### src/rtl/prog_loader_pkg.sv
// -----------------------------------------------------------------------------
// prog_loader_pkg
// Shared types for the program loader: FSM state enum (whose encoding is also
// the value shown on the State display output) and the Cmd encodings.
// -----------------------------------------------------------------------------
package prog_loader_pkg;

   localparam int STATE_W = 3;

   // Encoding doubles as the State output value shown on the display.
   typedef enum logic [STATE_W-1:0] {
      ST_IDLE   = 3'd0,
      ST_WRITE  = 3'd1,
      ST_VERIFY = 3'd2,
      ST_READ   = 3'd3
   } state_e;

   typedef enum logic [1:0] {
      CMD_SETADDR = 2'b00,
      CMD_WRITE   = 2'b01,
      CMD_READ    = 2'b10,
      CMD_CLEAR   = 2'b11
   } cmd_e;

endpackage : prog_loader_pkg

### src/rtl/ack_timer.sv
// -----------------------------------------------------------------------------
// ack_timer
// Restartable acknowledge timeout. i_start arms the timer (and restarts it if
// already running); i_ack disarms it. o_expired is high in the last cycle of a
// TIMEOUT-cycle wait with no ack, so the owner can abort on that clock edge.
// Ports:
//   Clk        system clock
//   Reset_n    asynchronous active-low reset
//   i_start    arm/restart pulse, issued on the edge that raises the request
//   i_ack      memory acknowledge (ends the wait)
//   o_expired  request has been outstanding for TIMEOUT cycles
// -----------------------------------------------------------------------------
module ack_timer #(
   parameter int TIMEOUT = 15
) (
   input  logic Clk,
   input  logic Reset_n,
   input  logic i_start,
   input  logic i_ack,
   output logic o_expired
);

   localparam int CNT_W = (TIMEOUT > 1) ? $clog2(TIMEOUT + 1) : 1;

   logic             r_active;
   logic [CNT_W-1:0] r_count;

   // Count 0 is the first request cycle, so expiry lands on cycle TIMEOUT.
   // An ack in that same cycle still wins.
   assign o_expired = r_active && !i_ack && (r_count == CNT_W'(TIMEOUT - 1));

   // NOTE: sequential state uses non-blocking assignments so every register
   // samples pre-edge values, independent of statement order.
   always_ff @(posedge Clk or negedge Reset_n) begin
      if (!Reset_n) begin
         r_active <= 1'b0;
         r_count  <= '0;
      end else if (i_start) begin
         r_active <= 1'b1;
         r_count  <= '0;
      end else if (i_ack || o_expired) begin
         r_active <= 1'b0;
      end else if (r_active) begin
         r_count  <= r_count + 1'b1;
      end
   end

endmodule : ack_timer

### src/rtl/prog_loader.sv
// -----------------------------------------------------------------------------
// prog_loader
// Front-panel program loader: commands strobed from a key filter set a load
// pointer, write switch words into instruction memory, read words back for
// display, and clear status. The processor is held while a transfer is busy.
// Optional build macro PROG_LOADER_VERIFY_EN adds a read-back VERIFY after
// every WRITE; a mismatch sets the sticky Error flag.
// Ports:
//   Clk, Reset_n      clock, asynchronous active-low reset
//   Strobe, Cmd, Sw   one-cycle command pulse, command code, switch value
//   MemAddr/MemWrData memory address and write data
//   MemWe/MemRe       write/read requests, held until MemAck or timeout
//   MemAck/MemRdData  one-cycle acknowledge and read data from memory
//   RdData            last word read (display)
//   Ptr, WordCount    load pointer, saturating count of words written
//   ProcHold, Error   processor hold, sticky timeout/verify error
//   State             encoded FSM state (display)
// -----------------------------------------------------------------------------
module prog_loader
   import prog_loader_pkg::*;
#(
   parameter int ADDR_W      = 7,
   parameter int DATA_W      = 16,
   parameter int ACK_TIMEOUT = 15
) (
   input  logic               Clk,
   input  logic               Reset_n,
   input  logic               Strobe,
   input  logic [1:0]         Cmd,
   input  logic [DATA_W-1:0]  Sw,
   output logic [ADDR_W-1:0]  MemAddr,
   output logic [DATA_W-1:0]  MemWrData,
   output logic               MemWe,
   output logic               MemRe,
   input  logic               MemAck,
   input  logic [DATA_W-1:0]  MemRdData,
   output logic [DATA_W-1:0]  RdData,
   output logic [ADDR_W-1:0]  Ptr,
   output logic [7:0]         WordCount,
   output logic               ProcHold,
   output logic               Error,
   output logic [STATE_W-1:0] State
);

   state_e            r_state;
   logic [ADDR_W-1:0] r_ptr;
   logic [7:0]        r_word_count;
   logic              r_error;
   logic [DATA_W-1:0] r_rd_data;
   logic [DATA_W-1:0] r_wr_data;

   state_e w_next_state;
   logic   w_ld_ptr;
   logic   w_ld_wr;
   logic   w_inc_ptr;
   logic   w_cap_rd;
   logic   w_set_err;
   logic   w_clr;
   logic   w_start;
   logic   w_expired;

   ack_timer #(
      .TIMEOUT (ACK_TIMEOUT)
   ) u_ack_timer (
      .Clk       (Clk),
      .Reset_n   (Reset_n),
      .i_start   (w_start),
      .i_ack     (MemAck),
      .o_expired (w_expired)
   );

   // NOTE: every signal written here gets a default first, so no path through
   // the case statement can leave one unassigned and infer a latch.
   always_comb begin
      w_next_state = r_state;
      w_ld_ptr     = 1'b0;
      w_ld_wr      = 1'b0;
      w_inc_ptr    = 1'b0;
      w_cap_rd     = 1'b0;
      w_set_err    = 1'b0;
      w_clr        = 1'b0;
      w_start      = 1'b0;

      case (r_state)
         ST_IDLE: begin
            // MemAck is deliberately not looked at here.
            if (Strobe) begin
               case (cmd_e'(Cmd))
                  CMD_SETADDR: w_ld_ptr = 1'b1;
                  CMD_WRITE: begin
                     w_ld_wr      = 1'b1;
                     w_start      = 1'b1;
                     w_next_state = ST_WRITE;
                  end
                  CMD_READ: begin
                     w_start      = 1'b1;
                     w_next_state = ST_READ;
                  end
                  default: w_clr = 1'b1;   // CMD_CLEAR
               endcase
            end
         end

         ST_WRITE: begin
            if (MemAck) begin
               w_inc_ptr = 1'b1;
`ifdef PROG_LOADER_VERIFY_EN
               w_start      = 1'b1;
               w_next_state = ST_VERIFY;
`else
               w_next_state = ST_IDLE;
`endif
            end else if (w_expired) begin
               w_set_err    = 1'b1;
               w_next_state = ST_IDLE;
            end
         end

`ifdef PROG_LOADER_VERIFY_EN
         ST_VERIFY: begin
            if (MemAck) begin
               w_cap_rd     = 1'b1;
               w_set_err    = (MemRdData != r_wr_data);
               w_next_state = ST_IDLE;
            end else if (w_expired) begin
               w_set_err    = 1'b1;
               w_next_state = ST_IDLE;
            end
         end
`endif

         ST_READ: begin
            if (MemAck) begin
               w_cap_rd     = 1'b1;
               w_next_state = ST_IDLE;
            end else if (w_expired) begin
               w_set_err    = 1'b1;
               w_next_state = ST_IDLE;
            end
         end

         default: w_next_state = ST_IDLE;
      endcase
   end

   always_ff @(posedge Clk or negedge Reset_n) begin
      if (!Reset_n) begin
         r_state      <= ST_IDLE;
         r_ptr        <= '0;
         r_word_count <= '0;
         r_error      <= 1'b0;
         r_rd_data    <= '0;
         r_wr_data    <= '0;
      end else begin
         r_state <= w_next_state;

         if (w_ld_ptr) begin
            r_ptr <= Sw[ADDR_W-1:0];
         end else if (w_inc_ptr) begin
            r_ptr <= r_ptr + 1'b1;   // natural wrap modulo 2^ADDR_W
         end

         if (w_ld_wr) begin
            r_wr_data <= Sw;
         end

         if (w_cap_rd) begin
            r_rd_data <= MemRdData;
         end

         if (w_clr) begin
            r_word_count <= '0;
            r_error      <= 1'b0;
         end else begin
            if (w_inc_ptr && (r_word_count != 8'hFF)) begin
               r_word_count <= r_word_count + 1'b1;
            end
            if (w_set_err) begin
               r_error <= 1'b1;
            end
         end
      end
   end

   // VERIFY runs after Ptr has advanced, so it re-reads Ptr-1 (wraps with Ptr).
   assign MemAddr   = (r_state == ST_VERIFY) ? (r_ptr - 1'b1) : r_ptr;
   assign MemWrData = r_wr_data;
   assign MemWe     = (r_state == ST_WRITE);
   assign MemRe     = (r_state == ST_READ) || (r_state == ST_VERIFY);
   assign RdData    = r_rd_data;
   assign Ptr       = r_ptr;
   assign WordCount = r_word_count;
   assign ProcHold  = (r_state != ST_IDLE);
   assign Error     = r_error;
   assign State     = r_state;

endmodule : prog_loader

### config.mk
export PLATFORM = sky130hd
export DESIGN_NAME = prog_loader
export DESIGN_NICKNAME = d
export VERILOG_FILES = /design/src/rtl/prog_loader_pkg.sv /design/src/rtl/ack_timer.sv /design/src/rtl/prog_loader.sv
export SDC_FILE = /design/constraint.sdc
export NUM_CORES = 1
export LEC_CHECK = 0
export ABC_AREA = 1
export CAP_MARGIN = 20
export CORE_UTILIZATION = 45
export DETAILED_ROUTE_END_ITERATION = 8
export GPL_TIMING_DRIVEN = 0
export PLACE_DENSITY = 0.89
export SYNTH_ARGS = -nofsm -noshare
export SYNTH_HDL_FRONTEND = slang
export SYNTH_HIERARCHICAL = 1
export SYNTH_SLANG_ARGS = --single-unit
### constraint.sdc
create_clock -name Clk -period 3.4 [get_ports Clk]
set_input_delay 0.34 -clock Clk [delete_from_list [all_inputs] [get_ports Clk]]
set_output_delay 0.34 -clock Clk [all_outputs]
set_load 0.03 [all_outputs]
==> results.cfg, run 1 <==
[clock_network]
clk_pin_slew_worst_paths_ps = 100
cts_sinks = 55
cts_hold_buf = 0
cts_buffers = 5
cts.repair.resized = 0
cts_tree = built
clock_latency_ps = 310
postCtsSetupRepairBufs = 0
cts_max_path_buffers = 2
cts_max_level = 2
clockRootBuffer = clkbuf_8

[sta]
finalCritPeriodShare_pct = 78.4
setup_slack_ps = 733
hold_viol_final = 0
fin_skew_ps = 6.57
finalSetupViolations = 0
worstMarginPinSlew_ps = 618
rsz0062_at_grt = false
whs_ps = 33.0
slew_headroom_pct = 58.8
max_freq_ghz = 0.375
setup_tns_ps = 0
post-route-min-period_ps = 2670
slew_viol_final = 0

[drt]
drt_iter0_markers = 108
vias = 2497
first_pass_iters = 5
drc = 0
post_drt_via_cell_ratio = 4.96
wl_um = 6440
ant_nets = 0
avgRoutedWirePerCell_um = 12.8

[floorplanning]
die_width_um = 81.8
rows = 28
io_pins = 99
dieArea_mm2 = 0.00668
die_h_um = 81.8
start_util_pct = 47.5
core_mm2 = 0.00603

[placed_design]
portBuffers = 97
hpwl_um = 5040
dp_slack_ps = 1060
place_congestion = 0.849

[global_routing]
grt_max_degree = 32
grt_use_total_pct = 19.9
overflow = 0
grt_pass1_vias = 2347
grt_pass1_wl_um = 10300
antenna_found_initial = 0

[worst_setup_path]
worst-setup-path-type = flip-flop to output port
cp_max_fo = 5
cp-end-kind = output port
rr_worst_depth = 8
cp.required_ps = 3060
cp_data_arrival_time_ps = 2330
crit_path_start_kind = flip-flop
r2r_slack_ps = 1910

[min_path]
hp-class = primary input to async pin

[pwr]
max-vdd-ir-drop_v = 0.000478
leakage_nw = 1.95
finalPower_mw = 2.71
p_per_area_mw_per_mm2 = 670

[synthesis]
syn-num-nets = 369
synthCells = 322
syn_area_per_cell_um2 = 8.89
yosysWarnings = 6
yosysSeqAreaShare_pct = 48.1
syn_area_mm2 = 0.00286
ys_types = 34
ys_ff_latch = 55

[final_layout]
diodes = 0
areaGrowthSynthToFinish_pct = 41.1
layout-drive-gt1-share_pct = 12.4
final_cell_mix = nand2_1, clkdlybuf4s50_1, dfrtp_1, nand3_1, inv_1
num-nets-final = 474

[run_status]
outcome = completed

[flow_run]
maxCapViolCount = 0
[power by group]
part / switching, mW / internal, mW / leakage (nW)
Clock: 0.228 / 0.152 / 0.0463
Sequential: 0.152 / 0.828 / 0.709
Combinational: 0.776 / 0.572 / 1.20
[worst max-delay path: stages, from the launching register on]
cell and delay [ps]:
dfrtp_1 440, inv_1 150, ha_1 170, inv_1 50
nor3_2 240, nand2_1 110, xor2_1 170, clkdlybuf4s50_1 700
[sequential cells by signal, indices dropped and copies added (netlist names)]
signal and cells:
RdData 16, State 2, u_ack_timer/r_active 1, MemWrData 16, Ptr 7, WordCount 8
u_ack_timer/r_count 4, Error 1
[cells in the mapped netlist (all sizes together)]
library cell | instances | share of area [%]
dfrtp | 55 | 48
nor2 | 22 | 2.9
a21oi | 1 | 0.17
o21ai | 8 | 1.4
xor2 | 9 | 2.8
inv | 31 | 4.2
a31oi | 2 | 0.44
and2 | 1 | 0.22
ha | 9 | 3.9
conb | 1 | 0.13
buf | 8 | 2.5
clkbuf | 2 | 0.26
mux2 | 16 | 6.4
nand2 | 103 | 15
nor3 | 3 | 0.70
nand3 | 42 | 8.6
nand4 | 5 | 1.1
clkinv | 3 | 0.61
or2 | 1 | 0.22
[cells by family (layout without fill, tap and decap cells)]
| logic type | after synthesis | count (layout) | share of synthesized area [%] |
|---|---|---|---|
| compound gates | 11 | 11 | 2.01 |
| xor+xnor | 9 | 9 | 2.75 |
| fa+ha+maj | 9 | 9 | 3.93 |
| buf+inv | 44 | 150 | 7.56 |
| flops | 55 | 55 | 48.1 |
| mux | 16 | 16 | 6.42 |
| other cells | 1 | 1 | 0.131 |
| simple gates | 177 | 177 | 29.1 |
[final timing paths]
path / endpoint / startpoint
worst max-delay path: MemAddr[6] / Ptr[0]
worst max register to register: WordCount[7] / WordCount[0]
worst min-delay path: Ptr[2] / Reset_n
min in group Clk: MemWrData[2] / MemWrData[2]
max in group asynchronous: RdData[8] / Reset_n
worst min register to register: MemWrData[2] / MemWrData[2]
[area by class of cell]
cell class / instances / area [µm²]
Buffer: 10 / 80.1
Clock buffer: 5 / 68.8
Clock inverter: 3 / 27.5
Fill cell: 490 / 1990
Inverter: 34 / 136
Multi-Input combinational cell: 223 / 1270
Sequential cell: 55 / 1380
Tap cell: 75 / 93.8
Timing Repair Buffer: 98 / 986
[through the flow]
stage	area, µm²	util [%]	cells
after CTS	4040	67.0	503
final	4040	67.0	503
after floorplan	2860	-	322
after global routing	4040	67.0	503
after global placement	3930	65.2	494
after detailed placement	3940	65.4	495
[metal layers]
metal	part of all wire [%]	GRT usage, %	wire length (µm)	up-vias
met2	51	36.0	3270	80
li1	-	-	-	1233
met3	6.5	4.44	416	5
met5	0	0	0	-
met4	0.56	3.16	36	0
met1	42	24.5	2730	1179
Note: power is estimated with default switching activity, not from simulation.
==> run 2, diff against run 1 <==
Clock period 3.4 ns to 2.7 ns, I/O delays scaled along.
==> run 2 against run 1 <==
  * Via count is 0.24% higher
  * Total power up 26%
  * Sequential cell count did not move
  * Setup slack worse by 550 ps
  * Routed wire length is 0.23% higher
  * Clock skew barely moved
  * Worst hold slack improved by 450 ps
==> results.cfg, run 2 (same netlist as run 1, synthesis figures left out) <==
[run_status]
outcome = completed

[pwr]
clkPwrFrac_pct = 14.0
p_per_area_mw_per_mm2 = 841
max-vdd-ir-drop_v = 0.000512
power_switching_mw = 1.45
swShare_pct = 42.7
intPower_mw = 1.95
combPwrFrac_pct = 49.7
leakage_nw = 1.98
power_frac_seq_pct = 36.2
finalPower_mw = 3.41

[sta]
hold_viol_final = 0
finalCritPeriodShare_pct = 93.2
post-route-min-period_ps = 2520
fin_skew_ps = 6.61
slew_headroom_pct = 58.7
max_freq_ghz = 0.397
slew_viol_final = 0
finalSetupViolations = 0
worstMarginPinSlew_ps = 620
setup_tns_ps = 0
setup_slack_ps = 182
rsz0062_at_grt = false

[clock_network]
clockRootBuffer = clkbuf_8
cts_sinks = 55
cts_buffers = 5
cts_tree = built
clk_pin_slew_worst_paths_ps = 110
cts_max_level = 2
postCtsSetupRepairBufs = 0
clock_latency_ps = 310
cts_max_path_buffers = 2

[floorplanning]
start_util_pct = 47.5
rows = 28
die_h_um = 81.8
die_width_um = 81.8
core_mm2 = 0.00603
dieArea_mm2 = 0.00668
io_pins = 99

[worst_setup_path]
cp_data_arrival_time_ps = 2250
cp.required_ps = 2430
cp-end-kind = output port
r2r_slack_ps = 1210
crit_top_cell = inv_1
worst-setup-path-type = flip-flop to output port
crit_path_start_kind = flip-flop
crit_end = MemAddr[4]
cp_cell_sequence = inv_1, ha_1, inv_1, nor3_2, nor2_1, a31oi_1, clkdlybuf4s50_1
cp_slowest_cell = clkdlybuf4s50_1
slowest_delay_ps = 690
cp-startpoint = Ptr[0]
reg2reg_from = WordCount[0]
r2r_end = WordCount[7]
rr_worst_depth = 8
cp_max_fo = 5

[drt]
first_pass_iters = 5
avgRoutedWirePerCell_um = 12.8
wl_um = 6460
drc = 0
ant_nets = 0
post_drt_via_cell_ratio = 4.97
vias = 2503
drt_iter0_markers = 95

[final_layout]
layout-drive-gt1-share_pct = 12.4
num-nets-final = 475
areaGrowthSynthToFinish_pct = 41.6
diodes = 0
final_common_cell = nand2_1
finalNonFillerCells = 504
final_cell_mix = nand2_1, clkdlybuf4s50_1, dfrtp_1, nand3_1, inv_1
final_area_mm2 = 0.00405

[global_routing]
overflow = 0
grt_max_degree = 32
grt_pass1_vias = 2348
grt_use_total_pct = 20.0
grt_pass1_wl_um = 10300
antenna_found_initial = 0

[flow_run]
maxCapViolCount = 0

[min_path]
hp-class = flip-flop to flip-flop

[placed_design]
hpwl_um = 5040
placed_area_mm2 = 0.00394
placed_cells = 495
place_congestion = 0.849
dp_slack_ps = 426
portBuffers = 97
==> run 2: cell count changes in the layout (fill, tap and decap cells not counted) <==
cell and change:
clkdlybuf4s50_1 -2, dlymetal6s2s_1 +2, dlygate4sd3_1 +1
==> run 2: metrics by stage <==
stage	hold slack [ps]	util (%)
finish	483	67.3
global route	496	67.3
global placement	453	65.2
detailed placement	313	65.4
floorplan	-25.6	-
CTS	487	67.2
==> run 2: what timing repair did <==
| action | 4_1_cts | 5_1_grt |
|---|---|---|
| setup endpoints to repair | 0 | 2 |
| hold endpoints to repair | 24 | 0 |
| hold buffers | 1 | 0 |
| gates resized for setup | 0 | 2 |
==> run 2: worst min path at each step <==
stage | slack (ps) | endpoint | cells past startpoint | startpoint
finish | 480 | MemWrData[2] | 2 | MemWrData[2]
global route | 500 | MemWrData[9] | 3 | Sw[9]
CTS | 490 | MemWrData[2] | 2 | MemWrData[2]
detailed placement | 310 | Ptr[2] | 1 | Reset_n
global placement | 450 | MemWrData[13] | 2 | MemWrData[13]
floorplan | -30 | Error | 0 | Reset_n
==> run 2: metal layers <==
metal	vias up	part of all wire, %	global-route usage (%)
li1	1234	-	-
met1	1175	42	24.5
met2	83	50	36.1
met3	11	6.6	4.44
met4	0	0.74	3.16
met5	-	0	0
==> run 2: area by class of cell <==
cell class                 instances  area, µm²
clock inverter                     3       27.5
clock buffer                       5       68.8
fill                             489       1970
inverter                          34        136
buffer                            10       80.1
multi-input combinational        223       1270
tap                               75       93.8
sequential                        55       1380
timing repair buffer              99       1000
==> run 2: power by group through the flow <==
stage | Combinational [mW] | Sequential, mW | Clock (mW)
2_1_floorplan | 0.587 | 1.64 | 0
3_5_place_dp | 1.71 | 1.25 | 0
3_3_place_gp | 1.66 | 1.24 | 0
5_1_grt | 1.82 | 1.27 | 0.527
6_report | 1.70 | 1.23 | 0.478
4_1_cts | 1.71 | 1.23 | 0.494
==> run 2: critical path, delay by kind of cell, from the launching register on <==
kind	cells	cell delay, ps
buf+inv	3	890
flops	1	440
compound gates	1	130
simple gates	2	310
fa+ha+maj	1	170
==> run 3, diff against run 2 <==
Settings changed: ABC_AREA 1 to 0, CORE_UTILIZATION 45 to 44, CTS_BUF_LIST from default to sky130_fd_sc_hd__clkbuf_16, PLACE_DENSITY 0.89 to 0.88.
==> run 3 against run 2 <==
  * Setup slack worse by 66 ps
  * Global-route usage is 0.097 points higher
  * Non-clock buffer count is 1 higher
  * Sequential cell count did not move
  * Critical endpoint is now MemAddr[5]
  * Clock power is 56% higher
  * Cell count down 18%
  * Synthesized cell count is 28% lower
  * Area after synthesis decreased by 6.5%
  * Combinational power down 8%
  * Die area decreased by 4.3%
==> results.cfg, run 3 <==
[placed_design]
placed_area_mm2 = 0.00376
hpwl_um = 4530
place_congestion = 0.842
placed_cells = 406
dp_slack_ps = -22.2
portBuffers = 97

[global_routing]
grt_use_total_pct = 20.0
antenna_found_initial = 0
grt_pass1_vias = 2061
overflow = 0
grt_max_degree = 36
grt_pass1_wl_um = 9760

[sta]
hold_viol_final = 0
rsz0062_at_grt = false
post-route-min-period_ps = 2580
slew_headroom_pct = 65.2
max_freq_ghz = 0.387
setup_tns_ps = 0
worstMarginPinSlew_ps = 518
finalCritPeriodShare_pct = 95.7
setup_slack_ps = 116
slew_viol_final = 0
finalSetupViolations = 0
fin_skew_ps = 10.5
whs_ps = 477

[pwr]
finalPower_mw = 3.52
clkPwrFrac_pct = 21.1
leakage_nw = 1.76
power_frac_seq_pct = 34.5
p_per_area_mw_per_mm2 = 894
swShare_pct = 38.0
power_switching_mw = 1.34
combPwrFrac_pct = 44.4
max-vdd-ir-drop_v = 0.000693
intPower_mw = 2.18

[synthesis]
synthCells = 233
ys_top_cells_by_area = dfrtp_1, mux2_2, ha_1, nand2_1, nor2_1
ys_types = 48
syn_area_mm2 = 0.00268
yosysTopAreaCell = dfrtp_1
synth_top_family_by_area = multiplexers
synthFlopType = dfrtp_1
yosysSeqAreaShare_pct = 51.4
synthArstFlopShare_pct = 100
post_synth_fa_ha_maj_area_fraction_pct = 4.21
yosysWarnings = 6
synth_edf_count = 0
syn_area_per_cell_um2 = 11.5
synth-simple-area-share_pct = 14.6
synth.area.mux_share_pct = 15.3
synth_xor_xnor_area_share_pct = 2.57
synth_common_cells = dfrtp_1, mux2_2, nand2_1
syn-num-nets = 280
ys_ff_latch = 55
synth_top_area_share_pct = 51.4
yosysMostFrequentCell = dfrtp_1
synth_compound_area_share_pct = 7.48

[final_layout]
final_common_cell = clkdlybuf4s50_1
nFillCells = 444
layout-drive-gt1-share_pct = 18.2
final_util_pct = 67.0
diodes = 0
final_area_mm2 = 0.00394
finalNonFillerCells = 415
num-nets-final = 386
final_cell_mix = clkdlybuf4s50_1, dfrtp_1, mux2_2, nand2_1, nor2_1
areaGrowthSynthToFinish_pct = 47.3

[drt]
vias = 2138
avgRoutedWirePerCell_um = 14.5
first_pass_iters = 4
drt_iter0_markers = 125
wl_um = 6030
drc = 0
post_drt_via_cell_ratio = 5.15
ant_nets = 0

[worst_setup_path]
cp_max_fo = 7
reg2reg_from = State[1]
crit_path_start_kind = flip-flop
cp_cell_sequence = clkbuf_1, or4_4, or3_4, xnor2_2, dlygate4sd2_1
slowest_delay_ps = 560
r2r_slack_ps = 770
rr_worst_depth = 6
cp_data_arrival_time_ps = 2310
crit_family = simple AND/OR/NAND/NOR gates
r2r_end = MemWrData[11]
worst-path-buf-inv = 2
cp-end-kind = output port
cp.required_ps = 2430
worst-setup-path-type = flip-flop to output port
cp_slowest_cell = or4_4

[flow_run]
maxCapViolCount = 0

[clock_network]
clockRootBuffer = clkbuf_16
clock_latency_ps = 290
cts_max_path_buffers = 2
cts_max_level = 2
clk_pin_slew_worst_paths_ps = 70
cts_buffers = 5
cts_tree = built
postCtsSetupRepairBufs = 0
cts_sinks = 55

[floorplanning]
dieArea_mm2 = 0.00640
die_h_um = 80.0
core_mm2 = 0.00589
io_pins = 99
die_width_um = 80.0
start_util_pct = 45.5
rows = 28

[min_path]
hp-class = primary input to async pin

[run_status]
outcome = completed
-- run 3: worst max path at each step --
stage               cells past startpoint    start          to
finish                                  5   Ptr[0]  MemAddr[5]
global route                            5   Ptr[0]  MemAddr[5]
CTS                                     8   Ptr[0]  MemAddr[6]
detailed placement                      8   Ptr[0]  MemAddr[6]
global placement                        1  Reset_n  RdData[14]
floorplan                               7   Ptr[0]  MemAddr[6]
-- run 3: layout make-up --
| type | count | area, µm² | share of cell area (%) |
|---|---|---|---|
| timing repair buffer | 99 | 993 | 25.2 |
| multi-input combinational | 154 | 1190 | 30.3 |
| buffer | 11 | 65.1 | 1.65 |
| inverter | 13 | 48.8 | 1.24 |
| clock inverter | 3 | 46.3 | 1.17 |
| tap | 75 | 93.8 | 2.38 |
| sequential | 55 | 1380 | 34.9 |
| clock buffer | 5 | 125 | 3.17 |
-- run 3: worst reg2reg max path, stage by stage, from the launching register on --
cell and delay, ps:
dfrtp_1 380, buf_2 190, nor2_1 310, and3_1 210, buf_4 170, buf_4 200, mux2_2 360
-- run 3: repair_timing --
| item | in CTS | in global routing |
|---|---|---|
| hold buffers | 1 | 0 |
| setup endpoints to repair | 3 | 2 |
| pin swaps | 0 | 0 |
| endpoints found under the hold margin | 20 | 0 |
| resized for setup | 5 | 5 |
-- run 3: routing by layer --
layer	global-route usage, %	routed length, µm	vias to the layer above
met3	4.91	297	8
met5	0	0	-
met4	5.36	63	0
li1	-	-	1032
met1	25.3	2560	1044
met2	34.2	3120	54
-- run 3: logic make-up (layout without fill, tap and decap cells) --
| logic type | Yosys count | count (layout) |
|---|---|---|
| DFF | 55 | 55 |
| muxes | 36 | 36 |
| AOI/OAI and AO/OA | 29 | 29 |
| adders and majority gates | 9 | 9 |
| other | 1 | 1 |
| buffers and inverters | 24 | 131 |
| and+or+nand+nor | 72 | 72 |
| xor gates and xnor gates | 7 | 7 |
-- run 3: power groups by stage --
stage	Sequential, mW	Clock (mW)	Combinational, mW
after global placement	1.22	0	1.53
after detailed placement	1.23	0	1.58
after CTS	1.21	0.759	1.58
after floorplan	1.61	0	0.506
after global routing	1.25	0.783	1.66
final	1.22	0.745	1.56
